## src/rtl/simt_regfile_pkg.sv

```systemverilog
// Shared definitions for the multi-thread register file: special register
// offsets, the write request record and the special-address test.
package simt_regfile_pkg;

  // Special registers sit at the top of each thread's register space.
  localparam int SPEC_BLOCK_OFS = 3;
  localparam int SPEC_TPB_OFS   = 2;
  localparam int SPEC_TID_OFS   = 1;

  // Request fields are sized for the widest supported configuration.
  localparam int REQ_AW = 8;
  localparam int REQ_DW = 64;

  typedef struct packed {
    logic              valid;
    logic [REQ_AW-1:0] addr;
    logic [REQ_DW-1:0] data;
  } wr_req_t;

  function automatic logic is_special(input logic [REQ_AW-1:0] addr, input int num_regs);
    return (int'(addr) >= (num_regs - SPEC_BLOCK_OFS));
  endfunction

endpackage

```

## src/rtl/simt_reg_bank.sv

```systemverilog
// One thread's register context: storage, pending-load busy bits, the ALU and
// load write ports, and registered dual read with write-first bypass.
module simt_reg_bank
  import simt_regfile_pkg::*;
#(
  parameter int DATA_W   = 8,
  parameter int NUM_REGS = 16,
  parameter int TID      = 0,
  localparam int AW      = $clog2(NUM_REGS)
) (
  input  logic                clk,
  input  logic                reset,
  input  logic                rd_en,
  input  logic [AW-1:0]       rd_addr_a,
  input  logic [AW-1:0]       rd_addr_b,
  input  logic                wr_en,
  input  logic [AW-1:0]       wr_addr,
  input  logic [DATA_W-1:0]   wr_data,
  input  logic                pend_set,
  input  logic [AW-1:0]       pend_addr,
  input  logic                ld_valid,
  input  logic [AW-1:0]       ld_addr,
  input  logic [DATA_W-1:0]   ld_data,
  input  logic [DATA_W-1:0]   block_id,
  input  logic [DATA_W-1:0]   threads_per_block,
  output logic [DATA_W-1:0]   rd_data_a,
  output logic [DATA_W-1:0]   rd_data_b,
  output logic [NUM_REGS-1:0] busy
);

  localparam logic [AW-1:0] BLOCK_ADDR = AW'(NUM_REGS - SPEC_BLOCK_OFS);
  localparam logic [AW-1:0] TPB_ADDR   = AW'(NUM_REGS - SPEC_TPB_OFS);
  localparam logic [AW-1:0] TID_ADDR   = AW'(NUM_REGS - SPEC_TID_OFS);

  logic [DATA_W-1:0]   mem_r [NUM_REGS];
  logic [NUM_REGS-1:0] busy_r;
  logic [DATA_W-1:0]   rd_a_r;
  logic [DATA_W-1:0]   rd_b_r;
  wr_req_t             ld_req_s;
  wr_req_t             alu_req_s;
  logic                pend_hit_s;
  logic                unused_req_s;
  logic [AW-1:0]       rd_addr_s [2];
  logic [DATA_W-1:0]   rd_word_s [2];

  assign rd_addr_s[0] = rd_addr_a;
  assign rd_addr_s[1] = rd_addr_b;

  // Form write requests; a load to the same register drops the ALU write.
  always_comb begin
    ld_req_s.valid  = ld_valid & ~is_special(REQ_AW'(ld_addr), NUM_REGS);
    ld_req_s.addr   = REQ_AW'(ld_addr);
    ld_req_s.data   = REQ_DW'(ld_data);
    alu_req_s.valid = wr_en & ~is_special(REQ_AW'(wr_addr), NUM_REGS)
                      & ~(ld_req_s.valid & (ld_addr == wr_addr));
    alu_req_s.addr  = REQ_AW'(wr_addr);
    alu_req_s.data  = REQ_DW'(wr_data);
    pend_hit_s      = pend_set & ~is_special(REQ_AW'(pend_addr), NUM_REGS);
  end

  assign unused_req_s = ^{ld_req_s, alu_req_s};

  // Read mux: specials from inputs, otherwise the post-write value of the register.
  always_comb begin
    for (int p = 0; p < 2; p++) begin
      rd_word_s[p] = {DATA_W{1'b0}};
      case (rd_addr_s[p])
        BLOCK_ADDR: rd_word_s[p] = block_id;
        TPB_ADDR:   rd_word_s[p] = threads_per_block;
        TID_ADDR:   rd_word_s[p] = DATA_W'(TID);
        default: begin
          if (ld_req_s.valid && (ld_req_s.addr == REQ_AW'(rd_addr_s[p]))) begin
            rd_word_s[p] = ld_req_s.data[DATA_W-1:0];
          end else if (alu_req_s.valid && (alu_req_s.addr == REQ_AW'(rd_addr_s[p]))) begin
            rd_word_s[p] = alu_req_s.data[DATA_W-1:0];
          end else begin
            rd_word_s[p] = mem_r[rd_addr_s[p]];
          end
        end
      endcase
    end
  end

  // Register storage update.
  always_ff @(posedge clk or posedge reset) begin
    if (reset) begin
      for (int i = 0; i < NUM_REGS; i++) mem_r[i] <= {DATA_W{1'b0}};
    end else begin
      for (int i = 0; i < NUM_REGS; i++) begin
        if (ld_req_s.valid && (ld_req_s.addr == REQ_AW'(i))) begin
          mem_r[i] <= ld_req_s.data[DATA_W-1:0];
        end else if (alu_req_s.valid && (alu_req_s.addr == REQ_AW'(i))) begin
          mem_r[i] <= alu_req_s.data[DATA_W-1:0];
        end
      end
    end
  end

  // Pending-load scoreboard; a set overrides a same-cycle clear.
  always_ff @(posedge clk or posedge reset) begin
    if (reset) begin
      busy_r <= {NUM_REGS{1'b0}};
    end else begin
      for (int i = 0; i < NUM_REGS; i++) begin
        if (pend_hit_s && (REQ_AW'(pend_addr) == REQ_AW'(i))) begin
          busy_r[i] <= 1'b1;
        end else if (ld_req_s.valid && (ld_req_s.addr == REQ_AW'(i))) begin
          busy_r[i] <= 1'b0;
        end
      end
    end
  end

  // Read output registers, held while rd_en is low.
  always_ff @(posedge clk or posedge reset) begin
    if (reset) begin
      rd_a_r <= {DATA_W{1'b0}};
      rd_b_r <= {DATA_W{1'b0}};
    end else if (rd_en) begin
      rd_a_r <= rd_word_s[0];
      rd_b_r <= rd_word_s[1];
    end
  end

  assign rd_data_a = rd_a_r;
  assign rd_data_b = rd_b_r;
  assign busy      = busy_r;

endmodule

```

## src/rtl/simt_regfile.sv

```systemverilog
// Multi-thread register file top: one bank per thread, active-mask fan-out of
// pend_set, and the scheduler hazard reduction.
module simt_regfile
  import simt_regfile_pkg::*;
#(
  parameter int DATA_W   = 8,
  parameter int THREADS  = 4,
  parameter int NUM_REGS = 16,
  localparam int AW      = $clog2(NUM_REGS)
) (
  input  logic                      clk,
  input  logic                      reset,
  input  logic [THREADS-1:0]        active_mask,
  input  logic                      rd_en,
  input  logic [AW-1:0]             rd_addr_a,
  input  logic [AW-1:0]             rd_addr_b,
  output logic [THREADS*DATA_W-1:0] rd_data_a,
  output logic [THREADS*DATA_W-1:0] rd_data_b,
  input  logic [THREADS-1:0]        wr_en,
  input  logic [AW-1:0]             wr_addr,
  input  logic [THREADS*DATA_W-1:0] wr_data,
  input  logic                      pend_set,
  input  logic [AW-1:0]             pend_addr,
  input  logic [THREADS-1:0]        ld_valid,
  input  logic [THREADS*AW-1:0]     ld_addr,
  input  logic [THREADS*DATA_W-1:0] ld_data,
  input  logic [DATA_W-1:0]         block_id,
  input  logic [DATA_W-1:0]         threads_per_block,
  output logic                      hazard
);

  logic [NUM_REGS-1:0] busy_s [THREADS];
  logic                hazard_s;

  for (genvar t = 0; t < THREADS; t++) begin : g_thread
    simt_reg_bank #(
      .DATA_W   (DATA_W),
      .NUM_REGS (NUM_REGS),
      .TID      (t)
    ) u_bank (
      .clk               (clk),
      .reset             (reset),
      .rd_en             (rd_en),
      .rd_addr_a         (rd_addr_a),
      .rd_addr_b         (rd_addr_b),
      .wr_en             (wr_en[t]),
      .wr_addr           (wr_addr),
      .wr_data           (wr_data[t*DATA_W +: DATA_W]),
      .pend_set          (pend_set & active_mask[t]),
      .pend_addr         (pend_addr),
      .ld_valid          (ld_valid[t]),
      .ld_addr           (ld_addr[t*AW +: AW]),
      .ld_data           (ld_data[t*DATA_W +: DATA_W]),
      .block_id          (block_id),
      .threads_per_block (threads_per_block),
      .rd_data_a         (rd_data_a[t*DATA_W +: DATA_W]),
      .rd_data_b         (rd_data_b[t*DATA_W +: DATA_W]),
      .busy              (busy_s[t])
    );
  end

  // Hazard uses registered busy state only, so a same-cycle return does not hide it.
  always_comb begin
    hazard_s = 1'b0;
    for (int t = 0; t < THREADS; t++) begin
      hazard_s = hazard_s | (active_mask[t] &
                 (busy_s[t][rd_addr_a] | busy_s[t][rd_addr_b] | busy_s[t][wr_addr]));
    end
  end

  assign hazard = hazard_s;

endmodule

```

## config.mk

```make
export PLATFORM = sky130hd
export DESIGN_NAME = simt_regfile
export DESIGN_NICKNAME = d
export VERILOG_FILES = /design/src/rtl/simt_regfile_pkg.sv /design/src/rtl/simt_reg_bank.sv /design/src/rtl/simt_regfile.sv
export SDC_FILE = /design/constraint.sdc
export NUM_CORES = 2
export LEC_CHECK = 0
export CAP_MARGIN = 20
export CORE_MARGIN = 2
export CORE_UTILIZATION = 45
export CTS_BUF_LIST = sky130_fd_sc_hd__clkbuf_8
export CTS_CLUSTER_SIZE = 8
export DETAILED_ROUTE_END_ITERATION = 7
export PLACE_DENSITY = 0.67
export SLEW_MARGIN = 5
export SYNTH_ARGS = -nofsm -noshare
export SYNTH_HDL_FRONTEND = slang
export SYNTH_SLANG_ARGS = --single-unit
```

## constraint.sdc

```tcl
create_clock -name clk -period 56.5 [get_ports clk]
set_clock_uncertainty 0.05 [all_clocks]
set_input_delay 5.65 -clock clk [delete_from_list [all_inputs] [get_ports clk]]
set_output_delay 5.65 -clock clk [all_outputs]
set_load 0.005 [all_outputs]
```

* Word level (Yosys, flattened, before mapping)
Index checks and enable logic that the tools add are counted.
Storage, ports and cells: register bits after elaboration 640, word-level logic and storage cells 978
Cells by class: $lt $le $gt $ge 11, equality and inequality tests 110, mux-type cells 328, bitwise gates (word level) 51, reduce and logical (&&, ||, !) cells 342
Operator list (number):
- $mux W8 | 160
- $bmux W8 S4 | 8
- $reduce_bool A2 Y1 | 128
- $eq A4 B4 Y1 const B | 54
- $logic_and A1 B1 Y1 | 208
- $pmux W8 S3 | 8
- $mux W1 | 140
- $eq A4 B3 Y1 const B | 24
- $eq A4 B4 Y1 | 14
- $bmux W1 S4 | 12
- $eq A4 B2 Y1 const B | 12
- $logic_not A8 Y1 | 5
- $and A1 B1 Y1 | 28
- $eq A4 B1 Y1 const B | 6
- $ge A4 B4 Y1 const B | 6
- $lt A4 B5 Y1 const B | 3
- $or A1 B1 Y1 | 11
- $ge A5 B5 Y1 const B | 2
- $not A1 Y1 | 10
- $not A4 Y5 | 2
- $logic_not A4 Y1 | 1

* Longest topological paths before layout
depth after elaboration 10, depth in mapped cells 10, mapped depth without buffers 5

* Hierarchy
Synthesis repeated with hierarchy kept, for this count alone.
Second synthesis, totals: cells, all modules 3669, area total of the unflattened synthesis 42817.3 um^2
By module, submodules not included:
- simt_reg_bank at g_thread[1].u_bank | instances 1, cells each 846, area each 10510.1 um^2, seq. area each 4003.8 um^2
- simt_reg_bank at g_thread[3].u_bank | instances 1, cells each 878, area each 10371.2 um^2, seq. area each 4003.8 um^2
- simt_reg_bank at g_thread[0].u_bank | instances 1, cells each 832, area each 10231.1 um^2, seq. area each 4003.8 um^2
- simt_reg_bank at g_thread[2].u_bank | instances 1, cells each 967, area each 10018.4 um^2, seq. area each 4003.8 um^2
- simt_regfile | instances 1, cells each 146, area each 1686.6 um^2, seq. area each 0.0 um^2

* Worst setup path before layout
No wires, ideal clock.
path kind input -> output, start input port rd_addr_b[1], end output port hazard, data arrival time 7492 ps, path slack 43308 ps, stages on the path 8, path buffers 3, cell sequence buf_2 -> buf_2 -> buf_1 -> mux2_2 -> a32oi_1 -> o2111ai_1 -> o41ai_1 -> nand4_1
On the way: longest elaborated chain between the ends 8, elaborated cells between the ends (all ways) 23, classes of those cells 8 x mux; 15 x bitwise
Ends and longest elaborated chain:
- from (decl) | line simt_regfile.sv:16 | input logic [AW-1:0] rd_addr_b,
- $bmux W1 S4 | line simt_regfile.sv:67 | (busy_s[t][rd_addr_a] | busy_s[t][rd_addr_b] | busy_s[t][wr_addr]));
- $mux W1 (not written as such) | line simt_regfile.sv:67
- $or A1 B1 Y1 (2 in series) | line simt_regfile.sv:67
- $and A1 B1 Y1 | line simt_regfile.sv:66 | hazard_s = hazard_s | (active_mask[t] &
- $or A1 B1 Y1 (2 in series) | line simt_regfile.sv:66
- $or A1 B1 Y1 * | line simt_regfile.sv:66
- to (decl) | line simt_regfile.sv:29 | output logic hazard
Every way passes the cells marked *; elsewhere a longest branch is shown, timed or not. The select of a mux whose other input is x is not followed.

* Worst setup path after layout
Same ends and word-level chain as after synthesis.

==> impl_metrics.ini <==
[outcome]
status = finished clean

[setup_path]
cp.arrival_ns = 9.46
crit_fanout = 63
worst_setup_path_end_kind = output pin
crit_path_start_kind = input pin
r2r_cells = 4
r2r-start = g_thread[0].u_bank.mem_r[34]
r2r_slack_ns = 54.03
required_ns = 50.80
critical_path_class = input pin to output pin
reg2reg_to = g_thread[0].u_bank.rd_data_b[2]

[power_and_ir_drop]
peakVddDrop_mv = 0.0245
powerDensity_mw_per_mm2 = 33.2
leakagePower_uw = 0.0181

[layout]
register_area_sq_mm = 0.0160
final_common_cell = dfrtp_1
final_nets = 3685
utilization_pct = 50.6
multi_input_area_sq_mm = 0.0223
stdcell_count = 4821
layout_common_cells = 640 x dfrtp_1, 350 x nand2_1, 330 x mux4_2, 319 x mux2_2, 300 x o21ai_0
area_delta_synth_final_pct = 11.1
nFillCells = 7816
drive_gt1_share_pct = 26.6

[hold_path]
min_path_cells = 0
hp-start = g_thread[0].u_bank.mem_r[10]
holdCritPathClass = flop to flop
whs_endpoint = g_thread[0].u_bank.mem_r[10]

[timing]
hold_viol_final = 0
rsz0062_at_grt = false
maxSlewHeadroom_pct = 23.9
slew_viol_final = 0
worst_slack_ns = 41.34
finalSetupTns_ns = 0
finalCritPeriodShare_pct = 26.8
fin_crit_ns = 15.16
setup_viol = 0
worst_slew_pin_slew_ns = 1.14
worst_hold_slack_ns = 0.338
fmax_mhz = 66.0

[global_routing]
grt_pass1_wl_um = 214000
grt-ovfl-total = 0
grt_use_total_pct = 31.7
grt_pass1_vias = 31070
antenna_found_initial = 4
grt_max_degree = 128

[placement]
port_buffers = 192
dp_cells = 4605
dpl.hpwl_um = 96900
dp_slack_ns = 41.34
place_congestion = 0.969

[cts]
cts_resized = 0
cts-root-buf = clkbuf_8
cts_setup_buffers = 0
holdBufCountCts = 0
cts_buffer_depth = 3
clkLatencyLatePin_ns = 0.78
clk_pin_slew_worst_paths_ns = 0.06
htree_levels = 3
cts_tree = built
cts.sinks = 640
numCtsBuffers = 110

[yosys]
ys_types = 71
synth_area_sq_mm = 0.0404
yosys_register_bits = 640
ys.flop_type = dfrtp_1
yosysSeqAreaShare_pct = 39.7
async_reset_ff_share_pct = 100
synthCells = 3619
synth_edf_count = 0
syn_area_per_cell_sq_um = 11.2
ys_warn_count = 0
synth_fp_nets = 3747

[route]
viasPerCell = 6.66
routedWlPerCell_um = 30.2
drtPass1Iterations = 7
wirelength_um = 146000
ant_nets = 0
drc_errors = 0
drt_iter0_markers = 3994
dr_total_vias = 32099

[floorplan]
die_h_um = 304
start_util_pct = 45.5
die_area_sq_mm = 0.0921
pin_count = 193
die_w_um = 304
fp-row-count = 109
core_sq_mm = 0.0886

[job]
cap_violations = 0
==> cell families after synthesis <==
family                 Yosys count  synth area share, %
AO/OA/AOI/OAI                  863                 14.1
multiplexers                   840                 32.1
AND/OR/NAND/NOR                722                 7.78
flip-flops                     640                 39.7
buffers and inverters          498                 5.18
XOR/XNOR                        56                 1.21
==> layer usage <==
layer	GRT usage (%)	part of all wire (%)
met5	1.45	0.13
met4	14.5	5.1
met3	11.2	12
met2	45.7	43
met1	42.7	39
==> power breakdown <==
group / leakage (uW) / internal [uW] / switching [uW]
Sequential: 0.00786 / 559 / 84.1
Combinational: 0.00885 / 216 / 178
Clock: 0.00135 / 240 / 210
Total: 0.0181 / 1020 / 473
==> metrics by stage <==
stage	instance area, sq um	power [uW]
floorplan	40400	897
CTS	44800	1480
detailed placement	42400	1030
global route	44800	1550
finish	44800	1490
global placement	42400	1020
==> flip-flops by register name, indices dropped and copies added (netlist names) <==
register / count
g_thread.u_bank.busy: 64
g_thread.u_bank.rd_data_b: 32
g_thread.u_bank.mem_r: 512
g_thread.u_bank.rd_data_a: 32
==> worst max-delay path, stage by stage <==
cell and delay (ns):
clkbuf_8 0.47, buf_4 0.75, mux4_2 0.60, mux4_2 0.48, o41ai_1 0.52, nand4_1 0.29, clkdlybuf4s50_1 0.52
==> worst max path at each step <==
stage / startpoint / slack [ns] / depth (start not counted) / endpoint
2_1_floorplan: reset / 32.87 / 1 / g_thread[0].u_bank.busy[0]
5_1_grt: rd_addr_b[1] / 41.32 / 7 / hazard
4_1_cts: rd_addr_b[1] / 41.35 / 7 / hazard
3_3_place_gp: rd_addr_b[1] / 41.36 / 7 / hazard
6_report: rd_addr_b[1] / 41.34 / 7 / hazard
3_5_place_dp: rd_addr_b[1] / 41.34 / 7 / hazard
==> synthesized netlist by cell type (all sizes together) (40+ instances only) <==
| library cell | count | area [sq um] |
|---|---|---|
| o21ai | 310 | 1590 |
| nand2 | 350 | 1310 |
| o2111ai | 42 | 368 |
| buf | 150 | 783 |
| a22oi | 64 | 480 |
| mux4 | 330 | 7430 |
| inv | 71 | 267 |
| nor2 | 246 | 923 |
| a31oi | 41 | 257 |
| a21oi | 188 | 1020 |
| mux2i | 168 | 1680 |
| o311ai | 40 | 350 |
| dfrtp | 640 | 16000 |
| clkbuf | 277 | 1040 |
| mux2 | 342 | 3850 |
| a211oi | 41 | 473 |
==> cell type report <==
class,count,area share [%]
timing repair buffer,253,5.43
clock inverter,59,0.723
tap,1165,3.25
multi-input combinational,2481,49.8
inverter,71,0.611
sequential,640,35.7
clock buffer,146,4.48
antenna,6,0.0335
Note: power is estimated with default switching activity, not from simulation.
